==> config.mk <==
export PLATFORM = sky130hd
export DESIGN_NAME = dma_read_scheduler_flat
export DESIGN_NICKNAME = d
export VERILOG_FILES = /design/src/rtl/dma_read_scheduler_if.sv /design/src/rtl/dma_read_scheduler.sv /design/src/flat_wrapper.sv
export SDC_FILE = /design/constraint.sdc
export NUM_CORES = 1
export LEC_CHECK = 0
export ABC_AREA = 1
export BUFFER_PORTS_ARGS = -buffer_cell sky130_fd_sc_hd__buf_2
export CORE_ASPECT_RATIO = 1.25
export CORE_MARGIN = 8
export CORE_UTILIZATION = 51
export DETAILED_ROUTE_END_ITERATION = 7
export HOLD_SLACK_MARGIN = 0.08
export PLACE_DENSITY = 0.8
export SYNTH_ARGS = -nofsm -noshare
export SYNTH_HDL_FRONTEND = slang
export SYNTH_SLANG_ARGS = --single-unit
export TNS_END_PERCENT = 10
==> constraint.sdc <==
create_clock -name ACLK -period 4.55 [get_ports ACLK]
set_input_delay 0.6825 -clock ACLK [delete_from_list [all_inputs] [get_ports ACLK]]
set_output_delay 0.6825 -clock ACLK [all_outputs]
set_load 0.02 [all_outputs]
==> src/rtl/dma_read_scheduler_if.sv <==
// Read-master command/data bus and the buffered output stream of dma_read_scheduler.
interface dma_read_scheduler_if;
  logic        rd_req;
  logic [31:0] rd_addr;
  logic [3:0]  rd_len;
  logic [3:0]  rd_id;
  logic        rd_stall;
  logic [31:0] rd_data;
  logic        rd_rvalid;
  logic        rd_rlast;
  logic [31:0] out_data;
  logic        out_valid;
  logic        out_ready;

  modport master (
    output rd_req, rd_addr, rd_len, rd_id,
    input  rd_stall, rd_data, rd_rvalid, rd_rlast,
    output out_data, out_valid,
    input  out_ready
  );

  modport slave (
    input  rd_req, rd_addr, rd_len, rd_id,
    output rd_stall, rd_data, rd_rvalid, rd_rlast,
    input  out_data, out_valid,
    output out_ready
  );
endinterface

==> src/rtl/dma_read_scheduler.sv <==
// Splits one DMA read descriptor into 4KB-safe INCR bursts and buffers the returned beats.
// Optional DMA_RD_SCHED_PERF_EN adds busy/wait performance counters.
module dma_read_scheduler #(
  parameter int         BURST_MAX  = 16,
  parameter int         FIFO_DEPTH = 32,
  parameter int         LEN_W      = 16,
  parameter logic [3:0] RD_ID      = 4'd0
) (
  input  logic             ACLK,
  input  logic             ARESETn,
  input  logic             start,
  input  logic [31:0]      src_addr,
  input  logic [LEN_W-1:0] len_words,
  input  logic             abort,
  output logic             busy,
  output logic             done,
  output logic             aborted,
  dma_read_scheduler_if.master bus
`ifdef DMA_RD_SCHED_PERF_EN
  ,
  output logic [31:0]      perf_busy_cycles,
  output logic [31:0]      perf_wait_cycles
`endif
);

  localparam int PTR_W = $clog2(FIFO_DEPTH);
  localparam int CNT_W = PTR_W + 1;

  typedef enum logic [1:0] {IDLE, ISSUE, DATA, DRAIN} state_t;

  state_t             state_q, state_d;
  logic [31:0]        cur_addr_q, cur_addr_d;
  logic [LEN_W-1:0]   remaining_q, remaining_d;
  logic [4:0]         beats_q, beats_d;
  logic               rd_req_q, rd_req_d;
  logic [31:0]        rd_addr_q, rd_addr_d;
  logic [3:0]         rd_len_q, rd_len_d;
  logic               aborted_q, aborted_d;
  logic               done_q, done_d;

  logic [31:0]        mem [FIFO_DEPTH];
  logic [PTR_W-1:0]   wr_ptr_q, rd_ptr_q;
  logic [CNT_W-1:0]   count_q, free_c;
  logic               push, pop, fifo_empty;

  logic [10:0]        to_bound;
  logic [4:0]         beats_c;
  logic               space_ok, last_beat, accept;
  logic [LEN_W-1:0]   rem_after;
  logic               unused_bits;

  assign accept     = (state_q == IDLE) && start;
  assign fifo_empty = (count_q == '0);
  assign free_c     = CNT_W'(FIFO_DEPTH) - count_q;
  assign push       = (state_q == DATA) && bus.rd_rvalid;
  assign pop        = !fifo_empty && bus.out_ready;
  assign last_beat  = push && bus.rd_rlast;
  assign rem_after  = remaining_q - LEN_W'(beats_q);
  assign unused_bits = &{1'b0, src_addr[1:0], bus.rd_stall};

  // Words left before the next 4KB page; always 1..1024.
  assign to_bound = 11'((13'd4096 - {1'b0, cur_addr_q[11:0]}) >> 2);

  always_comb begin
    beats_c = 5'(BURST_MAX);
    if (remaining_q < LEN_W'(BURST_MAX)) beats_c = remaining_q[4:0];
    if (to_bound < 11'(beats_c))          beats_c = to_bound[4:0];
  end

  // The master never backpressures read data, so a burst only issues once its beats fit.
  assign space_ok = (free_c >= CNT_W'(beats_c));

  always_ff @(posedge ACLK or posedge ARESETn) begin
    if (ARESETn) state_q <= IDLE;
    else         state_q <= state_d;
  end

  always_comb begin
    state_d = state_q;
    unique case (state_q)
      IDLE:    if (start) state_d = (len_words == '0) ? DRAIN : ISSUE;
      ISSUE:   if (abort) state_d = DRAIN;
               else if (space_ok) state_d = DATA;
      DATA:    if (last_beat) state_d = ((rem_after == '0) || abort) ? DRAIN : ISSUE;
      DRAIN:   if (fifo_empty) state_d = IDLE;
      default: state_d = IDLE;
    endcase
  end

  always_comb begin
    cur_addr_d  = cur_addr_q;
    remaining_d = remaining_q;
    beats_d     = beats_q;
    rd_req_d    = 1'b0;
    rd_addr_d   = rd_addr_q;
    rd_len_d    = rd_len_q;
    aborted_d   = aborted_q;
    done_d      = 1'b0;
    unique case (state_q)
      IDLE: if (start) begin
        cur_addr_d  = {src_addr[31:2], 2'b00};
        remaining_d = len_words;
        aborted_d   = 1'b0;
      end
      ISSUE: if (abort) begin
        aborted_d = 1'b1;
      end else if (space_ok) begin
        rd_req_d  = 1'b1;
        rd_addr_d = cur_addr_q;
        rd_len_d  = 4'(beats_c - 5'd1);
        beats_d   = beats_c;
      end
      DATA: if (last_beat) begin
        remaining_d = rem_after;
        cur_addr_d  = cur_addr_q + {25'd0, beats_q, 2'b00};
        if (abort && (rem_after != '0)) aborted_d = 1'b1;
      end
      DRAIN: if (fifo_empty) done_d = 1'b1;
      default: ;
    endcase
  end

  always_ff @(posedge ACLK or posedge ARESETn) begin
    if (ARESETn) begin
      cur_addr_q  <= '0;
      remaining_q <= '0;
      beats_q     <= '0;
      rd_req_q    <= 1'b0;
      rd_addr_q   <= '0;
      rd_len_q    <= '0;
      aborted_q   <= 1'b0;
      done_q      <= 1'b0;
    end else begin
      cur_addr_q  <= cur_addr_d;
      remaining_q <= remaining_d;
      beats_q     <= beats_d;
      rd_req_q    <= rd_req_d;
      rd_addr_q   <= rd_addr_d;
      rd_len_q    <= rd_len_d;
      aborted_q   <= aborted_d;
      done_q      <= done_d;
    end
  end

  // FIFO: storage is not reset, pointers and occupancy are.
  always_ff @(posedge ACLK) begin
    if (push) mem[wr_ptr_q] <= bus.rd_data;
  end

  always_ff @(posedge ACLK or posedge ARESETn) begin
    if (ARESETn) begin
      wr_ptr_q <= '0;
      rd_ptr_q <= '0;
      count_q  <= '0;
    end else begin
      if (push) wr_ptr_q <= wr_ptr_q + PTR_W'(1);
      if (pop)  rd_ptr_q <= rd_ptr_q + PTR_W'(1);
      count_q <= count_q + CNT_W'(push) - CNT_W'(pop);
    end
  end

  assert property (@(posedge ACLK) disable iff (ARESETn)
                   !(push && (count_q == CNT_W'(FIFO_DEPTH))));

  assign busy          = (state_q != IDLE);
  assign done          = done_q;
  assign aborted       = aborted_q;
  assign bus.rd_req    = rd_req_q;
  assign bus.rd_addr   = rd_addr_q;
  assign bus.rd_len    = rd_len_q;
  assign bus.rd_id     = RD_ID;
  assign bus.out_data  = mem[rd_ptr_q];
  assign bus.out_valid = !fifo_empty;

`ifdef DMA_RD_SCHED_PERF_EN
  logic        got_beat_q;
  logic        wait_c;
  logic [31:0] perf_busy_q, perf_wait_q;

  assign wait_c = ((state_q == ISSUE) && !abort && !space_ok) ||
                  ((state_q == DATA) && !got_beat_q && bus.rd_stall);

  always_ff @(posedge ACLK or posedge ARESETn) begin
    if (ARESETn) begin
      got_beat_q  <= 1'b0;
      perf_busy_q <= '0;
      perf_wait_q <= '0;
    end else begin
      if (rd_req_d)  got_beat_q <= 1'b0;
      else if (push) got_beat_q <= 1'b1;
      if (accept) begin
        perf_busy_q <= '0;
        perf_wait_q <= '0;
      end else begin
        if (busy && (perf_busy_q != '1))   perf_busy_q <= perf_busy_q + 32'd1;
        if (wait_c && (perf_wait_q != '1)) perf_wait_q <= perf_wait_q + 32'd1;
      end
    end
  end

  assign perf_busy_cycles = perf_busy_q;
  assign perf_wait_cycles = perf_wait_q;
`endif

endmodule

==> src/flat_wrapper.sv <==
// flat-port wrapper written by rule: the top's interface ports become plain ports
module dma_read_scheduler_flat 
#(
  parameter int         BURST_MAX  = 16,
  parameter int         FIFO_DEPTH = 32,
  parameter int         LEN_W      = 16,
  parameter logic [3:0] RD_ID      = 4'd0
)
  (ACLK, ARESETn, start, src_addr, len_words, abort, busy, done, aborted, bus_rd_req, bus_rd_addr, bus_rd_len, bus_rd_id, bus_rd_stall, bus_rd_data, bus_rd_rvalid, bus_rd_rlast, bus_out_data, bus_out_valid, bus_out_ready);
  dma_read_scheduler_if bus_i ();
  input  logic ACLK;
  input  logic ARESETn;
  input  logic start;
  input  logic [31:0] src_addr;
  input  logic [LEN_W-1:0] len_words;
  input  logic abort;
  output logic busy;
  output logic done;
  output logic aborted;
  output wire logic [$bits(bus_i.rd_req)-1:0] bus_rd_req;
  output wire logic [$bits(bus_i.rd_addr)-1:0] bus_rd_addr;
  output wire logic [$bits(bus_i.rd_len)-1:0] bus_rd_len;
  output wire logic [$bits(bus_i.rd_id)-1:0] bus_rd_id;
  input wire logic [$bits(bus_i.rd_stall)-1:0] bus_rd_stall;
  input wire logic [$bits(bus_i.rd_data)-1:0] bus_rd_data;
  input wire logic [$bits(bus_i.rd_rvalid)-1:0] bus_rd_rvalid;
  input wire logic [$bits(bus_i.rd_rlast)-1:0] bus_rd_rlast;
  output wire logic [$bits(bus_i.out_data)-1:0] bus_out_data;
  output wire logic [$bits(bus_i.out_valid)-1:0] bus_out_valid;
  input wire logic [$bits(bus_i.out_ready)-1:0] bus_out_ready;
  assign bus_rd_req = bus_i.rd_req;
  assign bus_rd_addr = bus_i.rd_addr;
  assign bus_rd_len = bus_i.rd_len;
  assign bus_rd_id = bus_i.rd_id;
  assign bus_i.rd_stall = bus_rd_stall;
  assign bus_i.rd_data = bus_rd_data;
  assign bus_i.rd_rvalid = bus_rd_rvalid;
  assign bus_i.rd_rlast = bus_rd_rlast;
  assign bus_out_data = bus_i.out_data;
  assign bus_out_valid = bus_i.out_valid;
  assign bus_i.out_ready = bus_out_ready;
  dma_read_scheduler #(.BURST_MAX(BURST_MAX), .FIFO_DEPTH(FIFO_DEPTH), .LEN_W(LEN_W), .RD_ID(RD_ID)) u_core (.ACLK(ACLK), .ARESETn(ARESETn), .start(start), .src_addr(src_addr), .len_words(len_words), .abort(abort), .busy(busy), .done(done), .aborted(aborted), .bus(bus_i));
endmodule
==> run summary <==
status: finished, final reports clean
Critical Path End Type: primary output
DR vias: 32,100
GRT overflow: 0
Layout Nets: 4,028
Synth area leader: edfxtp_1
Primary FF master, synth: edfxtp_1
CTS tree: done
Max Cap Viol: 0
number of global-route vias before repair: 30,800
port bufs: 155
Die Ht: 354 µm
syn_area_per_cell: 12.3 µm²
highest-count cells in the layout ignoring fill and taps: 1,024 x edfxtp_1, 613 x o21ai_0, 585 x nor2_1
Yosys warning count: 0
io pins: 165
Post-Synthesis Cells: 3,797
core area: 91,100 µm²
Critical Path RT: 3.87 ns
worst-skew pair later-pin latency: 0.67 ns
fin. max-slew vios: 0
clock sinks: 1,130
Slew @ Worst Pin: 0.960 ns
clock period minus final worst setup slack: 4.28 ns
XOR/XNOR Fraction of Synth Area: 0.470%
Finished Cell Area: 52,300 µm²
worst hold path type: in2reg
detailed-router iteration count before antenna repair: 6
area share of the largest cell type after synthesis: 66.0%
largest net degree at the start of global routing: 189
Post-Syn Area: 46,600 µm²
flop2flop setup slack: 0.41 ns
Cell variety after synth: 46
Post-CTS Setup Bufs: 0
Multi-input gate area: 11,800 µm²
Synth Area in Adders: 1.31%
placement row count: 124
CTS buffer count: 103
Chip Width: 286 µm
main combinational cell family by area after synthesis: compound AO/OA/AOI/OAI gates
Fin. Hold Viols: 0
Post-Route Setup TNS: 0 ns
area grow syn2layout: 12.3%
H-Tree Level Count: 3
worst vdd ir: 0.000707 V
asr flop ratio synth: 9.38%
wire length of the first global-routing pass: 183 mm
Initial DRC Count: 4,316
Clock Tree Buf Depth: 3
leakage power: 17.8 nW
Final Util: 57.4%
GR Util All Layers: 23.4%
setup repair after global routing missed its margin: no
placed cell count: 4,983
Non-Filler Instances: 5,178
CP Launch Type: register
die footprint: 101,000 µm²
critical path class: reg2out
share of cells above drive strength 1: 11.7%
Post-synth EDFFs: 1,024
DP HPWL: 65.6 mm
f_max: 234 MHz
commonest non-fill, non-tap cell in the layout: edfxtp_1
clock-pin slew on the worst setup and hold paths: 0.07 ns
Initial Util: 51.1%
mux cell area share after synthesis: 0%
Slew headroom: 36.0%
GPL Wtd Cong: 0.876
wire per inst: 23.9 µm
number of vias per cell: 6.21
worst path arrival time: 3.60 ns
Finish-stage setup viols: 0
placed instance area: 49,000 µm²
Power Dens Cells: 638 nW/µm²
FF+latch count, synth: 1,130
final WL: 124 mm
initial antenna violation count: 12
Clock Skews: 0.0342 ns
register area: 33,400 µm²
period utilization: 94.1%
sequential share of the synthesized area: 71.7%
synth top area cells: edfxtp_1 66%, o21ai_0 6.6%, dfrtp_1 5.7%, nor2_1 5.0%, nand2_1 2.7%
residual antenna-violating net count after detailed routing: 0
Clock Tree Root: clkbuf_16
Synth Area in Compound Gates: 12.5%
Residual DRC: 0
Fillers: 6,810
Post-Synth Simple-Gate Area: 10.5%
largest fanout on the critical path: 66
==> final timing paths <==
check | depth (start not counted) | startpoint | to
max | 9 | u_core.rd_ptr_q[0] | bus_out_data[19]
min | 3 | src_addr[12] | u_core.cur_addr_q[12]
max reg2reg | 29 | u_core.remaining_q[8] | u_core.bus.rd_len[2]
min reg2reg | 2 | u_core.bus.rd_addr[19] | u_core.bus.rd_addr[19]
max in group asynchronous | 4 | ARESETn | u_core.cur_addr_q[24]
min in group asynchronous | 3 | ARESETn | u_core.rd_ptr_q[0]
==> per-layer routing <==
| metal | global-route usage, % | routed length [µm] |
|---|---|---|
| met1 | 29.3 | 44200 |
| met2 | 39.0 | 60400 |
| met3 | 4.10 | 12900 |
| met4 | 11.9 | 6020 |
| met5 | 0 | 53 |
==> worst max-delay path, stage by stage, from the launching register on <==
cell,delay [ns]
dfrtp_4,0.49
buf_4,0.47
buf_4,0.64
o21ai_0,0.24
o221ai_1,0.25
nand3_1,0.13
nand3_1,0.11
o21ai_1,0.16
inv_1,0.15
buf_2,0.18
==> kinds of logic after synthesis <==
group / Yosys count
simple gates: 1179
other cells: 1
flops: 1130
xor+xnor: 25
buf+inv: 409
fa+ha+maj: 47
compound gates: 1006
==> flip-flops by register name (all words and copies together), names as in the netlist <==
| register | flops |
|---|---|
| u_core.remaining_q | 16 |
| u_core.bus.rd_req | 1 |
| u_core.done | 1 |
| u_core.aborted | 1 |
| u_core.beats_q | 5 |
| u_core.mem | 1024 |
| u_core.state_q | 2 |
| u_core.cur_addr_q | 30 |
| u_core.rd_ptr_q | 5 |
| u_core.wr_ptr_q | 5 |
| u_core.bus.rd_len | 4 |
| u_core.bus.rd_addr | 30 |
| u_core.count_q | 6 |
==> synthesized netlist by cell type, drive strengths merged, types with 2 or more instances <==
| cell | n |
|---|---|
| a21oi | 27 |
| o21a | 2 |
| nor3 | 16 |
| xor2 | 23 |
| edfxtp | 1024 |
| nand3b | 2 |
| nor2 | 626 |
| nand3 | 127 |
| xnor2 | 2 |
| inv | 166 |
| fa | 3 |
| nand4 | 48 |
| or2 | 3 |
| o211ai | 50 |
| nor4 | 10 |
| buf | 68 |
| o22ai | 168 |
| o221ai | 101 |
| a31oi | 2 |
| o21ai | 654 |
| nand2 | 345 |
| clkbuf | 174 |
| ha | 44 |
| dfrtp | 106 |
==> repair_timing <==
item                                    in CTS  in global routing
resized for setup                            0                  3
hold buffers                                 1                  0
endpoints found under the setup margin       0                 28
hold endpoints to repair                    29                  0
==> area by class of cell <==
type / instances / area share (%)
clock inverters: 60 / 1.11
clock buffers: 129 / 5.17
diodes: 4 / 0.0191
well taps: 1197 / 2.86
flip-flops and latches: 1130 / 63.9
multi-input cells: 2263 / 22.6
repair buffers: 228 / 3.12
inverters: 167 / 1.23
==> metrics by stage <==
stage | power (W) | setup slack (ns) | hold slack [ns]
global route | 0.0350 | 0.0492 | 0.272
global placement | 0.0246 | 0.416 | 0.457
finish | 0.0334 | 0.269 | 0.274
CTS | 0.0333 | 0.289 | 0.238
detailed placement | 0.0249 | 0.388 | 0.468
floorplan | 0.0209 | 0.785 | 0.480
==> where the power goes <==
| part | internal (W) | leakage [nW] | switching, W |
|---|---|---|---|
| Clock | 0.00455 | 1.56 | 0.00380 |
| Combinational | 0.00368 | 5.71 | 0.00890 |
| Sequential | 0.0120 | 10.5 | 0.000472 |
Power figures use the tool's default switching activity.
